[config.mk]
export PLATFORM = sky130hd
export DESIGN_NAME = lfsr_rand_server
export DESIGN_NICKNAME = d
export VERILOG_FILES = /design/src/rtl/lfsr_rand_server_pkg.sv /design/src/rtl/lfsr_rand_server_lfsr.sv /design/src/rtl/lfsr_rand_server.sv
export SDC_FILE = /design/constraint.sdc
export NUM_CORES = 1
export LEC_CHECK = 0
export BUFFER_PORTS_ARGS = -buffer_cell sky130_fd_sc_hd__buf_2
export CORE_MARGIN = 2
export CORE_UTILIZATION = 38
export CTS_BUF_LIST = sky130_fd_sc_hd__clkbuf_8
export CTS_CLUSTER_DIAMETER = 120
export DETAILED_ROUTE_END_ITERATION = 8
export GPL_TIMING_DRIVEN = 1
export PLACE_DENSITY = 0.55
export SLEW_MARGIN = 25
export SYNTH_ARGS = -nofsm -noshare
export SYNTH_HDL_FRONTEND = slang
export SYNTH_SLANG_ARGS = --single-unit
[constraint.sdc]
create_clock -name clk -period 2.02 [get_ports clk]
set_input_delay 0.202 -clock clk [delete_from_list [all_inputs] [get_ports clk]]
set_output_delay 0.202 -clock clk [all_outputs]
set_load 0.02 [all_outputs]
[src/rtl/lfsr_rand_server_pkg.sv]
// Shared types and constants for the LFSR random-number server.
// Holds the FSM state type and the maximal-length Galois tap table.
package lfsr_rand_server_pkg;

    typedef enum logic [2:0] {
        ST_INIT  = 3'd0,
        ST_WARM  = 3'd1,
        ST_IDLE  = 3'd2,
        ST_GRANT = 3'd3,
        ST_STEP  = 3'd4
    } state_t;

    // Right-shifting Galois taps giving a maximal-length sequence for common lengths.
    function automatic logic [31:0] max_len_taps(input int len);
        case (len)
            8:       return 32'h0000_00B8;
            16:      return 32'h0000_B400;
            24:      return 32'h00E1_0000;
            32:      return 32'hA300_0000;
            default: return 32'h0000_0000;
        endcase
    endfunction

    function automatic int max_int(input int a, input int b);
        return (a > b) ? a : b;
    endfunction

endpackage

[src/rtl/lfsr_rand_server_lfsr.sv]
// Right-shifting Galois LFSR with synchronous seed load and step enable.
// A zero seed is replaced by all-ones so the register never locks up.
module lfsr_rand_server_lfsr #(
    parameter int             LEN   = 16,
    parameter logic [LEN-1:0] TAPS  = 16'hB400,
    parameter int             OUT_W = 8
) (
    input  logic             clk,
    input  logic             rst,
    input  logic             en,
    input  logic [LEN-1:0]   seed,
    output logic [OUT_W-1:0] word
);

    logic [LEN-1:0] r_sreg;

    // NOTE: clocked state uses non-blocking assignments so every flop samples pre-edge values.
    always_ff @(posedge clk) begin
        if (rst) begin
            r_sreg <= (seed == '0) ? '1 : seed;
        end else if (en) begin
            r_sreg <= r_sreg[0] ? ((r_sreg >> 1) ^ TAPS) : (r_sreg >> 1);
        end
    end

    assign word = r_sreg[OUT_W-1:0];

endmodule

[src/rtl/lfsr_rand_server.sv]
// Round-robin random-number server: sequences one shared Galois LFSR through
// seed load, warm-up, one word per grant, then decorrelation steps.
module lfsr_rand_server
    import lfsr_rand_server_pkg::*;
#(
    parameter int             N     = 4,
    parameter int             LEN   = 16,
    parameter logic [LEN-1:0] TAPS  = LEN'(max_len_taps(LEN)),
    parameter int             OUT_W = 8,
    parameter int             STEPS = 8,
    parameter int             WARM  = 32
) (
    input  logic             clk,
    input  logic             rst,
    input  logic [LEN-1:0]   seed,
    input  logic             reseed,
    input  logic [N-1:0]     req,
    output logic [N-1:0]     gnt,
    output logic [OUT_W-1:0] rdata,
    output logic             ready
);

    localparam int PW = (N > 1) ? $clog2(N) : 1;
    localparam int CW = $clog2(max_int(STEPS, WARM) + 1);

    state_t           r_state, w_next;
    logic [CW-1:0]    r_cnt;
    logic [PW-1:0]    r_rr_ptr;
    logic [PW-1:0]    w_pick;
    logic [LEN-1:0]   r_seed_q;
    logic             r_pend;
    logic [N-1:0]     r_gnt;
    logic [OUT_W-1:0] r_rdata;
    logic             r_ready;
    logic [OUT_W-1:0] w_word;
    logic             w_lfsr_rst;
    logic             w_lfsr_en;

    // Same result as scanning {req,req} rotated by ptr: lowest hit at or above ptr wins.
    function automatic logic [PW-1:0] rr_pick(input logic [N-1:0] r, input logic [PW-1:0] ptr);
        logic [PW-1:0] pick;
        pick = ptr;
        for (int k = N - 1; k >= 0; k--) begin
            if (r[PW'((int'(ptr) + k) % N)]) pick = PW'((int'(ptr) + k) % N);
        end
        return pick;
    endfunction

    assign w_pick     = rr_pick(req, r_rr_ptr);
    assign w_lfsr_rst = rst | (r_state == ST_INIT);
    assign w_lfsr_en  = (r_state == ST_WARM) | (r_state == ST_STEP);

    lfsr_rand_server_lfsr #(
        .LEN   (LEN),
        .TAPS  (TAPS),
        .OUT_W (OUT_W)
    ) u_lfsr (
        .clk  (clk),
        .rst  (w_lfsr_rst),
        .en   (w_lfsr_en),
        .seed (r_seed_q),
        .word (w_word)
    );

    // NOTE: w_next gets its default before the case so no path leaves it unassigned (no latch).
    always_comb begin
        w_next = r_state;
        case (r_state)
            ST_INIT:  w_next = (WARM == 0) ? ST_IDLE : ST_WARM;
            ST_WARM:  if (r_cnt == CW'(WARM - 1)) w_next = ST_IDLE;
            ST_IDLE: begin
                if (r_pend || reseed) w_next = ST_INIT;
                else if (|req)        w_next = ST_GRANT;
            end
            ST_GRANT: w_next = ST_STEP;
            ST_STEP:  if (r_cnt == CW'(STEPS - 1)) w_next = ST_IDLE;
            default:  w_next = ST_INIT;
        endcase
    end

    always_ff @(posedge clk) begin
        if (rst) begin
            r_state  <= ST_INIT;
            r_cnt    <= '0;
            r_rr_ptr <= '0;
            r_seed_q <= seed;
            r_pend   <= 1'b0;
            r_gnt    <= '0;
            r_rdata  <= '0;
            r_ready  <= 1'b0;
        end else begin
            r_state <= w_next;
            r_cnt   <= (w_lfsr_en && (w_next == r_state)) ? r_cnt + CW'(1) : '0;
            r_ready <= (w_next == ST_IDLE);
            r_gnt   <= '0;

            if (reseed) r_seed_q <= seed;
            // A reseed seen in IDLE is consumed immediately by the jump to INIT.
            if ((r_state == ST_IDLE) && (r_pend || reseed)) r_pend <= 1'b0;
            else if (reseed)                                 r_pend <= 1'b1;

            if (w_next == ST_GRANT) begin
                r_gnt    <= N'(1) << w_pick;
                r_rdata  <= w_word;
                r_rr_ptr <= PW'((int'(w_pick) + 1) % N);
            end
        end
    end

    assign gnt   = r_gnt;
    assign rdata = r_rdata;
    assign ready = r_ready;

endmodule

# Word-level counts from Yosys, hierarchy flattened
# Cells that the tools add are included.
dict set report word_totals {
  latchBits 0
  reg_bits 57
  inputBits 23
  romBits 0
  memories 0
  ram_bits 0
}
dict set report classes {
  mux 27
  n_shift 1
  n_addsub 5
  reduce_logical 11
  eq_ne 9
  magnitude_cmp 4
  n_bitwise 5
  n_div 0
  multipliers 0
}
# cell n
set op_table {}
lappend op_table {{16-bit two-way mux} 6}
lappend op_table {{16-bit zero test} 1}
lappend op_table {{2-bit by 4-bit less-than comparator with 1-bit output (second input constant)} 4}
lappend op_table {{3-bit one-hot mux with 5 select lines} 1}
lappend op_table {{3-bit by 2-bit == test with 1-bit output (second input constant)} 4}
lappend op_table {{3-bit two-way mux} 4}
lappend op_table {{1-bit binary-select mux with 2-bit select} 4}
lappend op_table {{1-bit two-way mux} 8}
lappend op_table {{2-bit two-way mux} 4}
lappend op_table {{6-bit by 1-bit adder with 6-bit output (second input constant)} 1}
lappend op_table {{6-bit by 3-bit == test with 1-bit output (second input constant)} 1}
lappend op_table {{6-bit by 5-bit == test with 1-bit output (second input constant)} 1}
lappend op_table {{2-bit OR reduction} 3}
lappend op_table {{2-bit by 1-bit adder with 2-bit output (second input constant)} 2}
lappend op_table {{2-bit adder (second input constant)} 2}
lappend op_table {{3-bit inverter with 4-bit output} 1}
lappend op_table {{2-bit nonzero test} 2}
lappend op_table {{4-bit OR reduction} 1}
lappend op_table {{1-bit by 2-bit << shifter with 4-bit output (first input constant)} 1}
lappend op_table {{3-bit by 1-bit == test with 1-bit output (second input constant)} 1}
lappend op_table {{3-bit == test} 1}
lappend op_table {{3-bit == test (second input constant)} 1}
lappend op_table {{3-bit zero test} 1}
lappend op_table {{1-bit logical AND} 2}
lappend op_table {{3 further kinds} 5}

# Depth between registers and ports, before layout
dict set report depth {
  word_depth 9
  ltp_mapped 6
  ltp_nobuf 6
}

# By module
# From an unflattened synthesis, not the netlist that was laid out.
dict set report hier_totals {
  cells_unflattened 197
  area_unflattened_um2 2389.8
}
# module area_per_inst_um2 n_inst cells_each
set modules_own_cells {}
lappend modules_own_cells {lfsr_rand_server 1590.3 1 145}
lappend modules_own_cells {lfsr_rand_server_lfsr 799.5 1 52}

# Worst setup path before layout
# OpenSTA, ideal clock, no wires.
dict set report synth_path {
  path_kind {reg-to-reg}
  startpoint {register r_state[2]}
  endpoint {register u_lfsr.r_sreg[0], enable pin}
  setup_time_ns 0.372
  slack_ns 0.525
  arrival_time_ns 1.123
  stages_incl_launch_ff 3
  period_less_slack_ns 1.495
  t_required_ns 1.648
  n_path_buf 0
  path_cell_list {dfxtp_1 nor3b_1 or3_1}
}
dict set report synth_via {
  elab_chain_len 3
  word_cells_on_any_way 6
}
# element line
set synth_lines {}
lappend synth_lines {{start: declaration} lfsr_rand_server.sv:26} ;# state_t r_state, w_next;
lappend synth_lines {{start signal: assignment} lfsr_rand_server.sv:92} ;# r_state <= w_next;
lappend synth_lines {{3-bit by 1-bit == test with 1-bit output, or another cell as far along} lfsr_rand_server.sv:51} ;# assign w_lfsr_en = (r_state == ST_WARM) | (r_state == ST_STEP);
lappend synth_lines {{1-bit bitwise OR (on tied branches)} {lfsr_rand_server.sv:51, lfsr_rand_server.sv:50}}
lappend synth_lines {{2-bit nonzero test (no source line) *} -}
lappend synth_lines {{end signal: assignment} lfsr_rand_server_lfsr.sv:20} ;# r_sreg <= (seed == '0) ? '1 : seed;
lappend synth_lines {{end signal: assignment} lfsr_rand_server_lfsr.sv:22} ;# r_sreg <= r_sreg[0] ? ((r_sreg >> 1) ^ TAPS) : (r_sreg >> 1);
lappend synth_lines {{end: declaration} lfsr_rand_server_lfsr.sv:15} ;# logic [LEN-1:0] r_sreg;
# Every way passes the cells marked *; elsewhere a longest branch is shown, timed or not.
# A chain may end at the register's enable or synchronous reset.

# Worst setup path after layout
dict set report layout_path {
  startpoint {register r_state[1]}
  endpoint {register r_gnt[2], in the netlist gnt[2]}
}
dict set report layout_via {
  elab_chain_len 6
  word_cells_on_any_way 13
}
# element line
set layout_lines {}
lappend layout_lines {{3-bit two-way mux} lfsr_rand_server.sv:73} ;# else if (|req) w_next = ST_GRANT;
lappend layout_lines {{3-bit two-way mux} lfsr_rand_server.sv:72} ;# if (r_pend || reseed) w_next = ST_INIT;
lappend layout_lines {{3-bit one-hot mux with 5 select lines *} lfsr_rand_server.sv:68} ;# case (r_state)
lappend layout_lines {{3-bit by 2-bit == test with 1-bit output *} lfsr_rand_server.sv:102} ;# if (w_next == ST_GRANT) begin
lappend layout_lines {{1-bit inverter (no source line) *} -}
lappend layout_lines {{2-bit OR reduction (no source line) *} -}
lappend layout_lines {{end signal: assignment} lfsr_rand_server.sv:103} ;# r_gnt <= N'(1) << w_pick;
lappend layout_lines {{end: declaration} lfsr_rand_server.sv:32} ;# logic [N-1:0] r_gnt;
# Marked as above.

==> run summary <==
DP Worst Slack: 0.227 ns
Reg area: 1460 um^2
unrepaired setup endpoints after global routing: no
Mapped Area: 2230 um^2
FFs w/ async S/R, synth: 0%
crit-path max FO: 12
Max clock buf depth: 2
status: finished, final reports clean
Final min period: 1.80 ns
DIE AREA: 6500 um^2
DR pass1 iterations: 4
Num CTS Buffers: 9
Hold Crit Class: in -> reg
Worst Skew: 0.0100 ns
final count of hold timing violations: 0
Data arrival, critical path: 2.06 ns
pin count of the biggest net entering global routing: 20
CTS resizes: 0
total number of vias: 1530
num rows: 27
setup TNS: 0 ns
Area growth, synth to finish: 20.3%
Initial Util: 40.0%
Routed WL: 4240 um
first-pass GRT wire length: 6980 um
global-route usage over all layers: 14.5%
Yosys cell types: 38
cell breakdown of the critical path: nor3b_1 > nand3_2 > nor2_1 > nand2b_1 > nor2_1
clk_lat worst skew: 0.33 ns
H-tree depth: 3
post-route ant nets: 0
critical path launch point type: register
CTS tree: built
Clock Sinks: 57
core area: 5570 um^2
Max-slew headroom: 66.2%
Pwr Density: 971 nW/um^2
Synth Register Bits: 57
max-cap viol count: 0
required time worst endpoint: 2.28 ns
# fillers: 511
Final Total Pwr: 2.61 mW
clk slew on worst S/H paths: 0.07 ns
max-slew violations: 0
area of the multi-input gates: 702 um^2
vias in the first global route: 1494
CTS Hold Bufs: 0
grt ovf: 0
initial antenna violation count: 0
ant diodes: 0
Vias/cell: 5.17
Syn Inst Count: 177
CP dominant cell by count: nor2_1
Final period util: 89.1%
post-synthesis sequential area ratio: 65.5%
DRC viols: 0
ys flop type: edfxtp_1
number of DRC markers in iteration 0: 66
RePlAce Congestion: 0.735
EDFF count, synth: 32
Nets: 243
chip height: 80.6 um
layout cell share with drive strength beyond 1: 25.0%
Leak: 1.12 nW
Util after Layout: 48.1%
Achievable Freq: 0.556 GHz
Setup Fix Bufs, Post-CTS: 0
Post-DP HPWL: 3040 um
Setup Crit Path Kind: reg -> reg
input/output buffers: 35
Ys Warns: 0
CP Capture Type: register
final setup violation count: 0
Worst-Margin Slew: 0.502 ns
syn avg cell area: 12.6 um^2
Max IR drop VDD: 0.605 mV
Root Buffer: clkbuf_8
WL/cell: 14.3 um
num ports: 36
slowest stage delay, CP: 0.43 ns
setup ws final: 0.221 ns
Die Span X: 80.6 um
slowest CP cell: dfxtp_1
post-synthesis net count: 201
-- logic make-up (layout without fill, tap and decap cells) --
| kind of cell | Yosys count | in the layout | share of synthesized area, % |
|---|---|---|---|
| buffers and inverters | 14 | 61 | 3.03 |
| adders and majority gates | 1 | 1 | 0.561 |
| xor gates and xnor gates | 8 | 8 | 3.14 |
| and+or+nand+nor | 59 | 59 | 13.6 |
| AOI/OAI and AO/OA | 30 | 30 | 10.5 |
| DFF | 57 | 57 | 65.5 |
| muxes | 8 | 8 | 3.59 |
-- state kept, by name, summed over array words and instances, names as in the netlist --
signal,count
r_pend,1
rdata,8
r_cnt,6
u_lfsr.r_sreg,16
gnt,4
r_state,3
r_seed_q,16
r_rr_ptr,2
ready,1
-- placed cells by master, fill, tap and decap left out, types with 2 or more instances in the layout --
| cell type | Yosys | layout |
|---|---|---|
| buf_2 | 3 | 35 |
| nand3_1 | 3 | 3 |
| nor2_1 | 26 | 26 |
| nor3b_1 | 4 | 4 |
| nor3_1 | 3 | 3 |
| o22a_1 | 16 | 16 |
| o22ai_1 | 4 | 4 |
| nand2_1 | 5 | 5 |
| xnor2_1 | 2 | 2 |
| mux2i_1 | 8 | 8 |
| bufinv_16 | 0 | 2 |
| clkinv_2 | 0 | 2 |
| xor2_1 | 6 | 6 |
| buf_4 | 0 | 2 |
| dfxtp_1 | 25 | 25 |
| a21oi_1 | 4 | 4 |
| clkbuf_8 | 0 | 9 |
| inv_1 | 8 | 9 |
| nor4_1 | 5 | 5 |
| edfxtp_1 | 32 | 32 |
-- synthesized netlist by cell type (2+ instances only) --
master    instances  area share (%)
xor2_1            6             2.4
mux2i_1           8             3.6
nor2_1           26             4.4
edfxtp_1         32              43
nor3_1            3            0.67
xnor2_1           2            0.79
inv_1             8             1.3
buf_2             3            0.67
clkbuf_1          2            0.34
o22a_1           16             6.3
nor4_1            5             1.4
a21oi_1           4            0.90
o22ai_1           4             1.1
dfxtp_1          25              22
nand2_1           5            0.84
nand3_1           3            0.67
nor3b_1           4             1.3
-- metrics by stage --
step	hold WS, ns	cell area (um^2)	cells
2_1_floorplan	0.301	2230	177
3_5_place_dp	0.380	2470	280
4_1_cts	0.0197	2680	296
6_report	0.0405	2680	296
3_3_place_gp	0.378	2470	280
5_1_grt	0.0238	2680	296
-- report_power, final --
part	internal [mW]	total [mW]	switching, mW
Clock	0.683	1.12	0.439
Sequential	1.31	1.36	0.0470
Combinational	0.0638	0.125	0.0615
Total	2.06	2.61	0.547
-- per-layer routing --
metal,track usage [%],part of all wire (%),vias up,wire (um)
met5,0,0,-,0
met4,8.14,2.0,0,83
met3,4.61,4.6,7,195
met2,22.0,47,37,1990
met1,18.1,46,750,1970
li1,-,-,736,-
-- final cells by class --
class	count	share of cell area, %
tap	72	3.36
clock buffer	9	4.62
clock inverter	7	3.22
sequential	57	54.5
timing repair buffer	37	7.09
multi-input combinational	106	26.2
inverter	8	1.12
-- critical path: cells and delay by family, from the launching register on --
family | cells | cell delay (ns)
flops | 1 | 0.43
simple gates | 5 | 1.30
-- path summary, 6_finish.rpt --
check                           slack, ns  startpoint     endpoint  cells after the start
worst max-delay path                 0.22  r_state[1]       gnt[2]                      5
worst min register to register       0.47    r_cnt[0]     r_cnt[0]                      1
worst max register to register       0.22  r_state[1]       gnt[2]                      5
worst min-delay path                 0.04     seed[3]  r_seed_q[3]                      1
Note: power is estimated with default switching activity, not from simulation.
